===== src/rtl/reset_sequencer.sv =====
// reset_sequencer
// Ordered reset release for NUM_DOMAINS downstream blocks. All domain resets
// assert together and stay asserted for HOLD_CYCLES. They are then released one
// at a time, lowest index first. Each release after the first waits for at
// least GAP_CYCLES and for the current domain's ready bit. If the ready bit
// does not arrive, the release happens after TIMEOUT_CYCLES instead and a
// sticky per-domain timeout flag is set. A software request issued while idle
// re-runs the whole sequence.
//
// Handshake: sw_rst_req is a level/pulse with no ready. It is acted on only
// at an edge that samples the FSM in IDLE. At any other edge it is dropped,
// not queued. domain_ready is sampled only for the domain currently being
// released.
module reset_sequencer #(
  parameter int NUM_DOMAINS    = 4,
  parameter int HOLD_CYCLES    = 8,
  parameter int GAP_CYCLES     = 4,
  parameter int TIMEOUT_CYCLES = 32
) (
  input  logic                   CLK,
  input  logic                   RST,
  input  logic                   sw_rst_req,
  input  logic [NUM_DOMAINS-1:0] domain_ready,
  output logic [NUM_DOMAINS-1:0] OUT_RST,
  output logic                   busy,
  output logic                   seq_done,
  output logic [NUM_DOMAINS-1:0] timeout_err,
  output logic [1:0]             dbg_state
);

  // One counter serves both the hold phase and every wait step. It is sized
  // for the longer of the two so that a long hold cannot overflow it.
  localparam int CNT_MAX = (HOLD_CYCLES > TIMEOUT_CYCLES) ? HOLD_CYCLES : TIMEOUT_CYCLES;
  localparam int CNT_W   = $clog2(CNT_MAX + 1);
  localparam int IDX_W   = (NUM_DOMAINS > 1) ? $clog2(NUM_DOMAINS) : 1;

  localparam logic [CNT_W-1:0] HOLD_LAST = CNT_W'(HOLD_CYCLES - 1);
  localparam logic [CNT_W-1:0] GAP_LAST  = CNT_W'(GAP_CYCLES - 1);
  localparam logic [CNT_W-1:0] TO_LAST   = CNT_W'(TIMEOUT_CYCLES - 1);
  localparam logic [IDX_W-1:0] IDX_LAST  = IDX_W'(NUM_DOMAINS - 1);

  typedef enum logic [1:0] {
    ST_HOLD = 2'd0,
    ST_WAIT = 2'd1,
    ST_IDLE = 2'd2
  } state_t;

  state_t                 state_q, state_d;
  logic [CNT_W-1:0]       cnt_q, cnt_d;
  logic [IDX_W-1:0]       idx_q, idx_d;
  logic [NUM_DOMAINS-1:0] out_rst_q, out_rst_d;
  logic [NUM_DOMAINS-1:0] terr_q, terr_d;
  logic                   done_q, done_d;

  logic                   ready_cur;
  logic                   gap_met;
  logic                   ready_ok;
  logic                   to_hit;
  logic                   advance;
  logic [IDX_W-1:0]       next_idx;

  // State register: RST wins over everything and restarts the hold phase
  always_ff @(posedge CLK) begin
    if (RST) begin
      state_q   <= ST_HOLD;
      cnt_q     <= '0;
      idx_q     <= '0;
      out_rst_q <= '1;
      terr_q    <= '0;
      done_q    <= 1'b0;
    end else begin
      state_q   <= state_d;
      cnt_q     <= cnt_d;
      idx_q     <= idx_d;
      out_rst_q <= out_rst_d;
      terr_q    <= terr_d;
      done_q    <= done_d;
    end
  end

  // Step-advance conditions for the domain currently being released
  always_comb begin
    ready_cur = 1'b0;
    for (int i = 0; i < NUM_DOMAINS; i++) begin
      if (i == int'(idx_q)) ready_cur = domain_ready[i];
    end
    gap_met  = (cnt_q >= GAP_LAST);
    ready_ok = gap_met && ready_cur;
    to_hit   = (cnt_q == TO_LAST);
    advance  = ready_ok || to_hit;
    next_idx = idx_q + IDX_W'(1);
  end

  // Next-state logic: hold, per-domain wait/release, idle with soft restart
  always_comb begin
    state_d   = state_q;
    cnt_d     = cnt_q;
    idx_d     = idx_q;
    out_rst_d = out_rst_q;
    terr_d    = terr_q;
    done_d    = 1'b0;
    case (state_q)
      ST_HOLD: begin
        if (cnt_q == HOLD_LAST) begin
          out_rst_d[0] = 1'b0;
          idx_d        = '0;
          cnt_d        = '0;
          state_d      = ST_WAIT;
        end else begin
          cnt_d = cnt_q + CNT_W'(1);
        end
      end
      ST_WAIT: begin
        if (advance) begin
          // A release forced by the timeout flags the domain that never came up
          if (!ready_ok) begin
            for (int i = 0; i < NUM_DOMAINS; i++) begin
              if (i == int'(idx_q)) terr_d[i] = 1'b1;
            end
          end
          cnt_d = '0;
          if (idx_q == IDX_LAST) begin
            state_d = ST_IDLE;
            done_d  = 1'b1;
          end else begin
            idx_d = next_idx;
            for (int i = 0; i < NUM_DOMAINS; i++) begin
              if (i == int'(next_idx)) out_rst_d[i] = 1'b0;
            end
          end
        end else begin
          cnt_d = cnt_q + CNT_W'(1);
        end
      end
      ST_IDLE: begin
        cnt_d     = '0;
        out_rst_d = '0;
        if (sw_rst_req) begin
          out_rst_d = '1;
          state_d   = ST_HOLD;
          cnt_d     = '0;
          idx_d     = '0;
          terr_d    = '0;
        end
      end
      default: begin
        // Unreachable encoding: recover by restarting the full sequence
        out_rst_d = '1;
        state_d   = ST_HOLD;
        cnt_d     = '0;
        idx_d     = '0;
      end
    endcase
  end

  // Outputs: registered resets/flags, busy decoded from the state register
  always_comb begin
    OUT_RST     = out_rst_q;
    timeout_err = terr_q;
    seq_done    = done_q;
    busy        = (state_q != ST_IDLE);
    dbg_state   = state_q;
  end

endmodule


===== config.mk =====
export PLATFORM = sky130hd
export DESIGN_NAME = reset_sequencer
export DESIGN_NICKNAME = d
export VERILOG_FILES = /design/src/rtl/reset_sequencer.sv
export SDC_FILE = /design/constraint.sdc
export NUM_CORES = 1
export LEC_CHECK = 0
export CORE_MARGIN = 1.5
export CORE_UTILIZATION = 30
export DETAILED_ROUTE_END_ITERATION = 16
export HOLD_SLACK_MARGIN = 0.06
export PLACE_DENSITY = 0.55
export SLEW_MARGIN = 20
export SYNTH_ARGS = -nofsm -noshare
export SYNTH_HDL_FRONTEND = slang
export SYNTH_SLANG_ARGS = --single-unit
export TNS_END_PERCENT = 5

===== constraint.sdc =====
create_clock -name CLK -period 1.9 [get_ports CLK]
set_input_delay 0.38 -clock CLK [delete_from_list [all_inputs] [get_ports CLK]]
set_output_delay 0.38 -clock CLK [all_outputs]
set_load 0.05 [all_outputs]

* Yosys cells after proc, flatten, opt, wreduce, memory -nomap -nowiden *
Cells that the tools add are included.

word-level totals
  register bits = 19
  input bits = 7
  output and inout port bits = 12
  logic and storage cells = 96

operators by class
  add/sub/neg operators = 2
  order comparisons = 1
  eq/ne operators = 26
  multiplexer cells = 35
  bitwise operators = 3
  reduce and logical (&&, ||, !) cells = 17

operators with widths
  kind                   count
  $ne A2 B2 Y1 const B   15
  $mux W4                6
  $reduce_and A4 Y1      6
  $reduce_and A5 Y1      4
  $mux W1                14
  $mux W2                7
  $mux W6                2
  $pmux W2 S3            2
  $pmux W6 S2            1
  $pmux W3 S3            1
  $eq A2 B2 Y1 const A   4
  $pmux W4 S2            1
  $add A6 B1 Y6 const B  1
  $eq A6 B3 Y1 const B   1
  $eq A6 B5 Y1 const B   1
  $ge A6 B2 Y1 const B   1
  $logic_not A2 Y1       3
  $eq A1 B2 Y1 const A   2
  $eq A2 B2 Y1 const B   2
  $not A1 Y1             3
  $pmux W1 S3            1
  $reduce_or A3 Y1       1
  $add A2 B1 Y2 const B  1
  $eq A2 B1 Y1 const B   1
  3 further kinds        3

* Depth between registers and ports, before layout *
Gate-level depths: netlist of the first run.

  word-level depth = 9
  mapped depth = 7

* Least setup slack after synthesis of the first run *
OpenSTA, ideal clock, no wires.

  path kind = reg-to-reg
  start point = reg state_q[1], in the netlist dbg_state[1]
  end point = reg state_q[1], in the netlist dbg_state[1]
  arrival = 1.852 ns
  required time = 1.829 ns
  path slack = -0.023 ns
  cell stages (with the launch flop) = 5
  period minus slack after synthesis = 1.923 ns
  cell sequence = dfxtp_1 -> buf_1 -> nand2_1 -> or2_2 -> a21oi_1

on the way
  word-level cells in the longest chain between the ends = 3
  elaborated cells on any way between the ends = 9

RTL lines
  what                                  RTL line  text
  start: declaration                    48        state_t state_q, state_d;
  start signal: assignment              72        state_q <= state_d;
  $eq A2 B1 Y1 (tied with other cells)  102       case (state_q)
  $ne A2 B2 Y1 (no source line)         n/a
  $reduce_and A4 Y1 (no source line)    n/a

Several ways; a longest one is shown, not always the timed one.
A chain may end at the register's enable or synchronous reset.

* Worst setup path in the final report of the first run *
  start point = reg idx_q[0]
  end point = reg idx_q[0]

on the way
  word-level cells in the longest chain between the ends = 9
  elaborated cells on any way between the ends = 18

RTL lines
  what                                RTL line  text
  start: declaration                  50        logic [IDX_W-1:0] idx_q, idx_d;
  start signal: assignment            74        idx_q <= idx_d;
  $logic_not A2 Y1                    85        if (i == int'(idx_q)) ready_cur = domain_ready[i];
  $mux W1 (4 in a row)                85
  $logic_and A1 B1 Y1                 88        ready_ok = gap_met && ready_cur;
  $logic_or A1 B1 Y1                  90        advance = ready_ok || to_hit;
  $ne A2 B2 Y1 (no source line)       n/a
  $reduce_and A4 Y1 (no source line)  n/a

Several ways; a longest one is shown, not always the timed one. The select of a mux whose other input is x is not followed.

==> results of run 1 <==
==> power groups by stage <==
stage | Combinational, mW | Clock [mW] | Sequential, mW
after floorplan | 0.0374 | 0 | 0.421
after CTS | 0.0884 | 0.217 | 0.411
final | 0.103 | 0.207 | 0.413
after global routing | 0.111 | 0.232 | 0.414
after detailed placement | 0.0878 | 0 | 0.420
after global placement | 0.0863 | 0 | 0.420
==> path summary, 6_finish.rpt <==
kind | start | end | slack, ns
hold / removal | timeout_err[2] | timeout_err[2] | 0.48
setup reg to reg | idx_q[0] | idx_q[0] | 0.009
setup / recovery | idx_q[0] | idx_q[0] | 0.009
hold reg to reg | timeout_err[2] | timeout_err[2] | 0.48
==> synth_stat cells, types with 2 or more instances <==
master	instances	area [um^2]
dfxtp_1	19	380.4
nor2_1	12	45.04
nand2_1	11	41.29
ha_1	7	87.58
inv_1	5	18.77
a21oi_1	4	20.02
a31oi_1	4	25.02
nand3_1	4	20.02
nor4_1	4	25.02
xor2_1	3	26.28
nor3_1	2	10.01
o21ai_0	2	10.01
o311ai_0	2	17.52
==> cell families (layout without fill, tap and decap cells) <==
family          Yosys count  in the layout  share of synthesized area
buf+inv                   8             46                    0.03359
mux                       1              1                    0.01075
simple gates             43             43                     0.2366
compound gates           23             23                     0.1882
fa+ha+maj                 7              7                    0.09408
flops                    19             19                     0.4086
xor+xnor                  3              3                    0.02823
==> routing by layer <==
metal | up-vias | share of wire | GRT usage
met5 | - | 0 | 0
met4 | 0 | 0.011 | 0.05844
met3 | 2 | 0.043 | 0.01319
met2 | 22 | 0.48 | 0.2055
met1 | 425 | 0.47 | 0.1954
li1 | 452 | - | -
==> metrics by stage <==
step,instances,worst slack (ns),TNS [ns]
6_report,175,0.008560,0
5_1_grt,175,-0.05002,-0.06145
4_1_cts,171,0.002829,0
3_5_place_dp,167,-0.1142,-0.6963
3_3_place_gp,167,-0.06595,-0.3484
2_1_floorplan,104,0.08007,0
==> flip-flops by register name, indices dropped and copies added, names as in the netlist <==
signal,count
cnt_q,6
OUT_RST,4
timeout_err,4
dbg_state,2
idx_q,2
seq_done,1
==> repair_timing <==
item                                    in CTS  in global routing
pin swaps                                    0                  7
endpoints found under the setup margin       5                 10
setup buffers                                0                  5
hold endpoints to repair                     0                  0
gates resized for setup                      3                 28
==> worst reg2reg max path, delay by kind of cell (launching register included) <==
family / cells / cell delay [ns]
DFF: 1 / 0.39
buffers and inverters: 1 / 0.05
muxes: 1 / 0.16
adders and majority gates: 1 / 0.15
AOI/OAI and AO/OA: 2 / 0.35
and+or+nand+nor: 2 / 0.71
==> final cells by class <==
class / instances / area, um^2
flip-flops and latches: 19 / 396.6
clock inverters: 1 / 5.005
multi-input cells: 77 / 619.3
well taps: 33 / 41.29
inverters: 5 / 23.77
fillers: 295 / 1569
repair buffers: 37 / 325.3
clock buffers: 3 / 22.52
==> impl_metrics.yaml, run 1 <==
pwr:
  power.share.combinational: 0.143
  finalPower_uw: 722.6
  power.switching_uw: 183.3
  p_int_uw: 539.4
  power.density_nw_per_um2: 504.0
  power_leakage_nw: 0.5488
  p_clk_frac: 0.286
  p_seq_frac: 0.571
  switching_share: 0.2536
  ir_drop_mv: 0.1849
run:
  cap_violations: 0
die:
  die_w_um: 58.71
  rows: 20
  die-area_um2: 3446
  die_y_um: 58.71
  start_util: 0.3100
  io_pins: 19
  placeableCoreArea_um2: 3003
cts:
  holdBufCountCts: 0
  cts_sinks: 19
  cts_tree: "built"
  clock_path_buffers: 2
  clk_latency_ns: 0.29
  htreeDepth: 1
  numCtsBuffers: 3
  clock-root-buffer: "clkbuf_4"
  path_clk_slew_ns: 0.11
critical_path:
  critPathLaunchType: "flip-flop"
  critical_path.top_delay_family: "simple AND/OR/NAND/NOR gates"
  crit_buf_inv: 1
  critPathRequiredTime_ns: 2.12
  criticalPathCategory: "flip-flop to flip-flop"
  r2r_cells: 7
  max_stage_delay_ns: 0.56
  cp.depth: 7
  crit_fanout: 4
  endpoint_kind: "flip-flop"
  crit_chain: "inv_4, ha_4, nor3b_4, a211oi_4, a21boi_2, or4_4, mux2i_1"
  crit_slowest_cell: "or4_4"
  arrival_ns: 2.11
drt:
  first_pass_iters: 4
  drcViolationCount: 0
  num_vias: 901
  initialDrtViolationCount: 47
  wirelength_um: 2379
  antenna_left: 0
  viasPerCell: 5.149
  wire_per_inst_um: 13.59
grt:
  grt_overflow_total: 0
  first_global_vias: 836
  grt_max_degree: 15
  grt_pass1_wl_um: 3588
  antenna_found_initial: 0
  grt_usage: 0.1354
timing:
  tightest_slew_ns: 0.5082
  setup_viol: 0
  hold_violations: 0
  rsz0062_at_grt: "yes"
  slew_viol_final: 0
  period_share: 0.9955
  hold_slack_ns: 0.4829
  fin_worst_skew_ns: 0.003697
  min_period_ns: 1.891
  max_freq_mhz: 528.7
  slew_headroom: 0.6601
synthesis:
  syn_nets: 118
  syn_avg_cell_area_um2: 8.951
  yosysWarnings: 0
  yosys.cell_types.count: 38
  synthArstFlopShare: 0
  postSynthCellCount: 104
  synth_seq_cells: 19
  seq_area_frac_synth: 0.4086
  synth_flop_cell: "dfxtp_1"
  synth_edf_count: 0
  synth_area_um2: 930.9
finish:
  final_cell_mix: "22 x buf_4, 14 x dfxtp_1, 14 x clkdlybuf4s50_1"
  finish.utilization: 0.4775
  drive_above_1_share: 0.3732
  nNetsFinal: 157
  synthToLayoutAreaGrowth_pct: 54.03
  layout_commonest_cell: "buf_4"
  design_area_um2: 1434
  num_antenna_cells: 0
worst_hold_path:
  hp-class: "flip-flop to flip-flop"
  whs_path_depth: 2
placement:
  gp_congestion: 0.7401
  portBuffers: 18
  dpl.hpwl_um: 1668
  placed_cell_area_um2: 1256
run_status:
  status: "completed"
Power figures use the tool's default switching activity.
==> run 2, diff against run 1 <==
CORE_MARGIN = 5   (was 1.5)
PLACE_DENSITY = 0.53   (was 0.55)
clock period = 1.75 ns   (was 1.9 ns; I/O delays follow)
==> run 2 against run 1 <==
Net effect:
- the flow now finishes with violations (setup timing)
- final cell count increased by 6.9%
- cell area increased by 12%
- critical path depth unchanged
- register-to-register slack got worse by 0.10 ns
- total power increased by 13%
- maximum frequency increased by 2.7%
- via count increased by 6.1%
- setup slack got worse by 0.10 ns
- clock power increased by 9%
- non-clock buffer count increased by 12
- count of clock-buffer cells in the layout increased by 1
- combinational power increased by 41%
- highest routed layer unchanged
==> impl_metrics.yaml, run 2 (synthesis gave the netlist of run 1 again) <==
grt:
  grt_pass1_wl_um: 4698
  grt_usage: 0.1389
  antenna_found_initial: 0
  grt_overflow_total: 0
  grt_max_degree: 15
  first_global_vias: 1018
placement:
  gp_congestion: 0.7954
  placed_cell_area_um2: 1305
  dpl.hpwl_um: 1894
  portBuffers: 18
  place_inst: 174
worst_hold_path:
  hp-class: "flip-flop to flip-flop"
  worst_hold_startpoint: "timeout_err[2]"
pwr:
  power.switching_uw: 210.3
  power.density_nw_per_um2: 508.3
  p_seq_frac: 0.548
  ir_drop_mv: 0.2306
  power_leakage_nw: 0.6357
  switching_share: 0.2572
  power.share.combinational: 0.177
  p_clk_frac: 0.275
  p_int_uw: 607.6
cts:
  clock-root-buffer: "clkbuf_4"
  cts_tree: "built"
  numCtsBuffers: 3
  htreeDepth: 1
  path_clk_slew_ns: 0.11
  holdBufCountCts: 0
  clk_latency_ns: 0.29
  clock_path_buffers: 2
  cts_sinks: 19
drt:
  antenna_left: 0
  first_pass_iters: 4
  wirelength_um: 2887
  num_vias: 956
  m1WireLength_um: 1271
  highest_layer: "met4"
  met3_length_um: 98
  met2_length_um: 1494
  drcViolationCount: 0
  viasPerCell: 5.112
  wire_per_inst_um: 15.44
  initialDrtViolationCount: 61
die:
  rows: 20
  die-area_um2: 4317
  start_util: 0.3100
  io_pins: 19
  die_y_um: 65.71
  die_w_um: 65.71
  placeableCoreArea_um2: 3003
timing:
  tightest_slew_ns: 0.4173
  setup_viol: 9
  slew_viol_final: 0
  min_period_ns: 1.842
  slew_headroom: 0.7205
  period_share: 1.052
  fin_ws_ns: -0.09168
  hold_slack_ns: 0.4881
  fin_worst_skew_ns: 0.002255
  rsz0062_at_grt: "yes"
  hold_violations: 0
  max_freq_mhz: 543.0
critical_path:
  critPathRequiredTime_ns: 1.98
  crit_start: "idx_q[0]"
  crit_buf_inv: 1
  critPathLaunchType: "flip-flop"
  crit_chain: "inv_6, ha_4, nor3b_4, a211oi_4, a21boi_4, or4_4, mux2i_1"
  criticalPathCategory: "flip-flop to flip-flop"
  critical_path.top_delay_family: "simple AND/OR/NAND/NOR gates"
  arrival_ns: 2.07
  crit_fanout: 5
  crit_slowest_cell: "or4_4"
  reg2reg_from: "idx_q[0]"
  endpoint_kind: "flip-flop"
  max_stage_delay_ns: 0.49
finish:
  largest_reg_flops: 6
  drive_above_1_share: 0.5325
  nNetsFinal: 169
  finish.utilization: 0.5358
  largest-register: "cnt_q"
  layout_commonest_cell: "buf_4"
  num_antenna_cells: 0
  fill_cells: 293
  synthToLayoutAreaGrowth_pct: 72.85
  final_cell_mix: "40 x buf_4, 14 x dfxtp_1, 12 x nor2_1"
  fin_cells: 187
  design_area_um2: 1609
run_status:
  status: "complete, but fails checks"
  violations: "setup timing"
run:
  cap_violations: 0
==> run 2: metal layers <==
metal  track usage  vias up
li1              -      476
met1        0.1856      456
met2        0.2353       22
met3       0.01709        2
met4       0.03368        0
met5             0        -
==> run 2: per-stage QoR <==
step	power (mW)	setup slack [ns]	setup TNS [ns]
global route	0.8679	-0.2091	-1.962
global placement	0.5551	-0.2288	-2.273
CTS	0.8064	-0.09019	-0.2316
floorplan	0.4975	-0.02598	-0.04464
detailed placement	0.5565	-0.2907	-2.586
finish	0.8179	-0.09168	-0.5126
==> run 2: what timing repair did <==
item / 4_1_cts / 5_1_grt
resized for setup: 35 / 10
cloned: 0 / 0
pin swaps: 12 / 6
endpoints found under the setup margin: 11 / 14
endpoints found under the hold margin: 0 / 0
setup buffers: 6 / 4
==> run 2: power groups by stage <==
stage | Sequential (mW) | Clock, mW | Combinational (mW)
floorplan | 0.457 | 0 | 0.0403
global placement | 0.454 | 0 | 0.101
detailed placement | 0.455 | 0 | 0.101
CTS | 0.448 | 0.234 | 0.125
global route | 0.450 | 0.260 | 0.157
finish | 0.448 | 0.225 | 0.145
==> run 2: layout make-up <==
cell class,count,area (um^2),share of cell area
clock buffers,4,26.28,0.01633
multi-input cells,77,709.4,0.4409
flip-flops and latches,19,396.6,0.2465
well taps,33,41.29,0.02566
repair buffers,49,411.6,0.2558
inverters,5,23.77,0.01477
==> run 2: worst reg2reg max path, stage by stage (launching register included) <==
cell and delay, ns:
dfxtp_4 0.40, inv_6 0.05, ha_4 0.15, nor3b_4 0.15, a211oi_4 0.29, a21boi_4 0.11
or4_4 0.49, mux2i_1 0.13
==> run 2: path summary, 6_finish.rpt <==
check              endpoint  slack, ns  cells after the start
min          timeout_err[2]       0.49                      2
max                idx_q[0]      -0.09                      7
min reg2reg  timeout_err[2]       0.49                      2
max reg2reg        idx_q[0]      -0.09                      7
